File: config.mk
export PLATFORM = sky130hd
export DESIGN_NAME = ram_arbiter
export DESIGN_NICKNAME = d
export VERILOG_FILES = /design/src/rtl/ram_arbiter_pkg.sv /design/src/rtl/ram_arbiter.sv
export SDC_FILE = /design/constraint.sdc
export NUM_CORES = 1
export LEC_CHECK = 0
export ABC_AREA = 1
export ABC_CLOCK_PERIOD_IN_PS = 4500
export CORE_AREA = 2 2 118 120
export DETAILED_ROUTE_END_ITERATION = 10
export DIE_AREA = 0 0 120 122
export MAX_ROUTING_LAYER = met4
export PLACE_DENSITY = 0.6
export REMOVE_ABC_BUFFERS = 1
export SYNTH_ARGS = -nofsm -noshare
export SYNTH_HDL_FRONTEND = slang
export SYNTH_SLANG_ARGS = --single-unit
File: constraint.sdc
create_clock -name clk -period 4.5 [get_ports clk]
set_input_delay 1.125 -clock clk [delete_from_list [all_inputs] [get_ports clk]]
set_output_delay 1.125 -clock clk [all_outputs]
set_load 0.05 [all_outputs]
File: src/rtl/ram_arbiter_pkg.sv
// Shared definitions for the two-master RAM arbiter: state encoding, bus
// request fields and the round-robin pick.
package ram_arbiter_pkg;

    localparam int unsigned   TIMEOUT_DEFAULT  = 16;
    localparam logic [31:0]   ERR_DATA_DEFAULT = 32'hFFFF_FFFF;

    typedef enum logic {
        StIdle,
        StBusy
    } state_e;

    // Request fields carried from a master to the RAM while it is granted.
    typedef struct packed {
        logic [3:0]  wstrb;
        logic [31:0] addr;
        logic [31:0] wdata;
    } bus_req_t;

    // Returns the master index to grant; on a tie the one not served last wins.
    function automatic logic rr_pick(input logic v0, input logic v1, input logic last);
        return (v0 && v1) ? ~last : v1;
    endfunction

endpackage

File: src/rtl/ram_arbiter.sv
// Round-robin arbiter sharing one single-port word RAM between two masters,
// with a watchdog that force-completes accesses the RAM never answers.
module ram_arbiter
    import ram_arbiter_pkg::*;
#(
    parameter int unsigned TIMEOUT  = TIMEOUT_DEFAULT,
    parameter logic [31:0] ERR_DATA = ERR_DATA_DEFAULT
) (
    input  logic        clk,
    input  logic        resetn,

    input  logic        m0_valid,
    output logic        m0_ready,
    input  logic [3:0]  m0_wstrb,
    input  logic [31:0] m0_addr,
    input  logic [31:0] m0_wdata,
    output logic [31:0] m0_rdata,

    input  logic        m1_valid,
    output logic        m1_ready,
    input  logic [3:0]  m1_wstrb,
    input  logic [31:0] m1_addr,
    input  logic [31:0] m1_wdata,
    output logic [31:0] m1_rdata,

    output logic        s_valid,
    input  logic        s_ready,
    output logic [3:0]  s_wstrb,
    output logic [31:0] s_addr,
    output logic [31:0] s_wdata,
    input  logic [31:0] s_rdata,

    output logic        timeout
);

    localparam logic [7:0] CntLast = 8'(TIMEOUT - 1);

    state_e      state_q;
    logic        grant_q;
    logic        last_q;
    logic [7:0]  cnt_q;

    bus_req_t    m0_req;
    bus_req_t    m1_req;
    bus_req_t    sel_req;
    logic        busy;
    logic        expired;
    logic        done;
    logic [31:0] rsp_data;

    assign m0_req = '{wstrb: m0_wstrb, addr: m0_addr, wdata: m0_wdata};
    assign m1_req = '{wstrb: m1_wstrb, addr: m1_addr, wdata: m1_wdata};

    always_comb begin
        busy     = (state_q == StBusy);
        sel_req  = grant_q ? m1_req : m0_req;
        // Ready from the RAM only counts while an access is outstanding.
        expired  = busy && !s_ready && (cnt_q == CntLast);
        done     = busy && (s_ready || expired);
        rsp_data = s_ready ? s_rdata : ERR_DATA;

        s_valid  = busy;
        s_wstrb  = busy ? sel_req.wstrb : 4'b0000;
        s_addr   = busy ? sel_req.addr  : m0_addr;
        s_wdata  = busy ? sel_req.wdata : m0_wdata;

        m0_ready = done && !grant_q;
        m1_ready = done && grant_q;
        m0_rdata = rsp_data;
        m1_rdata = rsp_data;
        timeout  = expired;
    end

    always_ff @(posedge clk) begin
        if (!resetn) begin
            state_q <= StIdle;
            grant_q <= 1'b0;
            last_q  <= 1'b1;
            cnt_q   <= 8'd0;
        end else begin
            unique case (state_q)
                StIdle: begin
                    if (m0_valid || m1_valid) begin
                        grant_q <= rr_pick(m0_valid, m1_valid, last_q);
                        cnt_q   <= 8'd0;
                        state_q <= StBusy;
                    end
                end
                StBusy: begin
                    if (done) begin
                        last_q  <= grant_q;
                        state_q <= StIdle;
                    end else begin
                        cnt_q <= cnt_q + 8'd1;
                    end
                end
                default: state_q <= StIdle;
            endcase
        end
    end

endmodule

== Yosys cells after proc, flatten, opt, wreduce, memory -nomap -nowiden ==
Index checks and enable logic that the tools add are counted.

* Flip-flop bits (word level): 11
* Latch bits: 0
* Bits in writable memories: 0
* Bits in read-only memories: 0
* Bits of input ports: 173
* Output and inout bits: 136
* Word-level logic and storage cells: 35
* Memories kept: 0

* Add/subtract/negate cells: 1
* Multipliers: 0
* Div/mod/pow operators: 0
* $lt $le $gt $ge: 0
* Eq/ne operators: 3
* Shifts and indexed selects: 0
* Muxes and demuxes: 12
* Bitwise gates (word level): 2
* Reduce and logical (&&, ||, !) cells: 13

{| class="wikitable"
|+ Operators with widths
! cell !! number
|-
| $mux 32 || 3
|-
| $mux 68 || 1
|-
| $mux 8 || 2
|-
| $pmux 8 s2 || 1
|-
| $add 8x1->8 const B || 1
|-
| $eq 8x4->1 const B || 1
|-
| $logic_and 1x1->1 || 6
|-
| $reduce_and 2->1 || 3
|-
| $mux 4 || 1
|-
| $ne 2x2->1 const B || 2
|-
| $mux 1 || 3
|-
| $logic_not 1->1 || 2
|-
| $logic_or 1x1->1 || 2
|-
| $not 1->1 || 2
|-
| $pmux 1 s2 || 1
|}

== Depth between registers and ports, before layout ==
* Depth in word-level cells: 7
* Mapped depth: 9
* Depth with buffers taken out: 9

== Worst setup path before layout ==
Ideal clock, no wire load.

* Path kind: input to output
* Start: in s_ready
* End: out timeout
* Arrival time: 2.798 ns
* Path slack: 0.577 ns
* Stages: 3
* Path through: inv_1 nand3_1 nor4_1

* Cells in the longest elaborated chain, start to end: 3

{| class="wikitable"
|+ Ends and longest elaborated chain
! what !! line !! text
|-
| start, declared || ram_arbiter.sv:27 || <nowiki>input logic s_ready,</nowiki>
|-
| $logic_not 1->1 || ram_arbiter.sv:58 || <nowiki>expired = busy && !s_ready && (cnt_q == CntLast);</nowiki>
|-
| $logic_and 1x1->1 (2 in a row) || ram_arbiter.sv:58 ||
|-
| end, declared || ram_arbiter.sv:33 || <nowiki>output logic timeout</nowiki>
|}

No other way between the ends.

== Final worst setup path ==
* Start: in m0_wstrb[3]
* End: out s_wstrb[3]

* Cells in the longest elaborated chain, start to end: 2

{| class="wikitable"
|+ Ends and longest elaborated chain
! what !! line !! text
|-
| start, declared || ram_arbiter.sv:14 || <nowiki>input logic [3:0] m0_wstrb,</nowiki>
|-
| $mux 68 || ram_arbiter.sv:56 || <nowiki>sel_req = grant_q ? m1_req : m0_req;</nowiki>
|-
| $mux 4 || ram_arbiter.sv:63 || <nowiki>s_wstrb = busy ? sel_req.wstrb : 4'b0000;</nowiki>
|-
| end, declared || ram_arbiter.sv:28 || <nowiki>output logic [3:0] s_wstrb,</nowiki>
|}

No other way between the ends.

==> results.json <==
{
  "crit_path_top_delay_cell": "clkdlybuf4s50_1",
  "seq_area_um2": 220,
  "row_count": 43,
  "synth-seq-area-share": 0.113,
  "p_per_area_nw_per_um2": 193,
  "max_stage_delay_ps": 870,
  "setup_ws_ps": 684,
  "post_cts_buffers": 0,
  "core_area_um2": 13500,
  "yosys.area.top_type_share": 0.433,
  "die-area_um2": 14600,
  "multiInputGateArea_um2": 1340,
  "grt_max_degree": 65,
  "netlist_top_cells_area": "nand2_1 (43%), buf_4 (12%), dfxtp_1 (11%)",
  "path_common_cell": "clkdlybuf4s50_1",
  "hold_class": "reg2reg",
  "track_usage": 0.156,
  "worst-path-buf-inv": 2,
  "post-route-period-util": 0.848,
  "slew_headroom": 0.577,
  "fin_util": 0.361,
  "first_iter_violations": 112,
  "postCtsHoldBufs": 0,
  "worstPathMaxFanout": 1,
  "holdWs_ps": 488,
  "ir_worst_vdd_v": 0.0000745,
  "detail-route-antenna-nets": 0,
  "worstMarginPinSlew_ps": 635,
  "syn_avg_cell_area_um2": 5.00,
  "finalCriticalPeriod_ps": 3820,
  "cts_sinks": 11,
  "hpwl_um": 10800,
  "numCtsBuffers": 3,
  "drive_gt1_frac": 0.179,
  "setup.worst_path.class": "in2out",
  "required_ps": 3380,
  "outcome": "finished, final reports clean",
  "synth_area_leader_cell": "nand2_1",
  "syn_area_um2": 1940,
  "post_cts_resized": 0,
  "dp_slack_ps": 680,
  "fmax_mhz": 262,
  "syn_to_final_growth_pct": 151,
  "place.gp.congestion": 0.853,
  "setup_viol": 0,
  "grt_pass1_vias": 3236,
  "routed_via_density": 4.00,
  "ys_ff_latch": 11,
  "power_uw": 940,
  "grt_overflow": 0,
  "nets": 828,
  "clockRootBuffer": "clkbuf_16",
  "via_count": 3334,
  "antenna_found_initial": 1,
  "n_fill_cell": 1451,
  "htreeDepth": 1,
  "cts_tree": "yes",
  "wirelength_um": 12100,
  "critPathArrivalTime_ps": 2690,
  "fp.dieH_um": 122,
  "start_util": 0.144,
  "grt_pass1_wl_um": 17200,
  "ios": 309,
  "slew_violations": 0,
  "drv_cap": 0,
  "critPathTopFamily": "buffers and inverters",
  "first_pass_iters": 5,
  "cp-start-kind": "primary input",
  "ys_warn_count": 0,
  "clk_latency_ps": 240,
  "path_cells": "clkdlybuf4s50_1 > o21ai_0 > nor2_1 > clkdlybuf4s50_1",
  "port_buffers": 308,
  "end_kind": "output port",
  "rsz0062_at_grt": "false",
  "final.setup_skew_ps": 0.996,
  "ys_types": 21,
  "die-width_um": 120,
  "final_common_cell": "clkdlybuf4s50_1",
  "route.detailed.drc": 0,
  "cts_max_path_buffers": 2,
  "wire_per_inst_um": 14.5,
  "final_cell_mix": "clkdlybuf4s50_1 (236), nand2_1 (223), buf_4 (74), or2_2 (32), nor2_1 (18)",
  "p_leak_nw": 2.22,
  "path_clk_slew_ps": 40,
  "finalHoldViolCount": 0,
  "syn_inst": 388
}
## per-stage QoR
step	area (µm²)	instances	TNS [ps]
5_1_grt	4870	834	0
6_report	4870	834	0
2_1_floorplan	1610	337	-9040
3_3_place_gp	4790	829	0
3_5_place_dp	4790	829	0
4_1_cts	4870	833	0
## registers in the layout, summed over array words and instances, names as in the netlist
register / count
cnt_q: 8
s_valid: 1
grant_q: 1
last_q: 1
## Yosys cell counts, drive strengths merged
library cell	instances
nor3b	2
a21oi	10
o21ai	6
nand3b	1
or2	32
nor4	1
ha	1
nand2	224
nand3	15
buf	47
clkinv	1
o21bai	1
dfxtp	11
nor2	19
inv	13
clkbuf	4
## power breakdown
group          switching [mW]  total [mW]  internal [mW]
sequential            0.00329       0.104          0.101
clock                  0.0444       0.163          0.119
combinational           0.398       0.673          0.275
## cell type report
cell class / instances / area share
flip-flops and latches: 11 / 0.0452
inverters: 14 / 0.0108
diodes: 1 / 0.000514
multi-input cells: 312 / 0.274
repair buffers: 312 / 0.607
clock buffers: 4 / 0.0162
well taps: 180 / 0.0462
## layer usage
layer / global-route usage / routed length [µm]
met5: - / 0
met4: 0.0382 / 201
met3: 0.0379 / 1290
met2: 0.287 / 6010
met1: 0.169 / 4550
## worst paths after layout
kind | startpoint | end | slack (ps) | cells past startpoint
min reg2reg | cnt_q[0] | cnt_q[0] | 490 | 1
max reg2reg | cnt_q[1] | cnt_q[3] | 2960 | 8
max | m0_wstrb[3] | s_wstrb[3] | 680 | 4
min | cnt_q[0] | cnt_q[0] | 490 | 1
## kinds of logic after synthesis
kind of cell	share of synthesized area
simple gates	0.633
fa+ha+maj	0.00644
buf+inv	0.200
flops	0.113
compound gates	0.0470
Note: power is estimated with default switching activity, not from simulation.
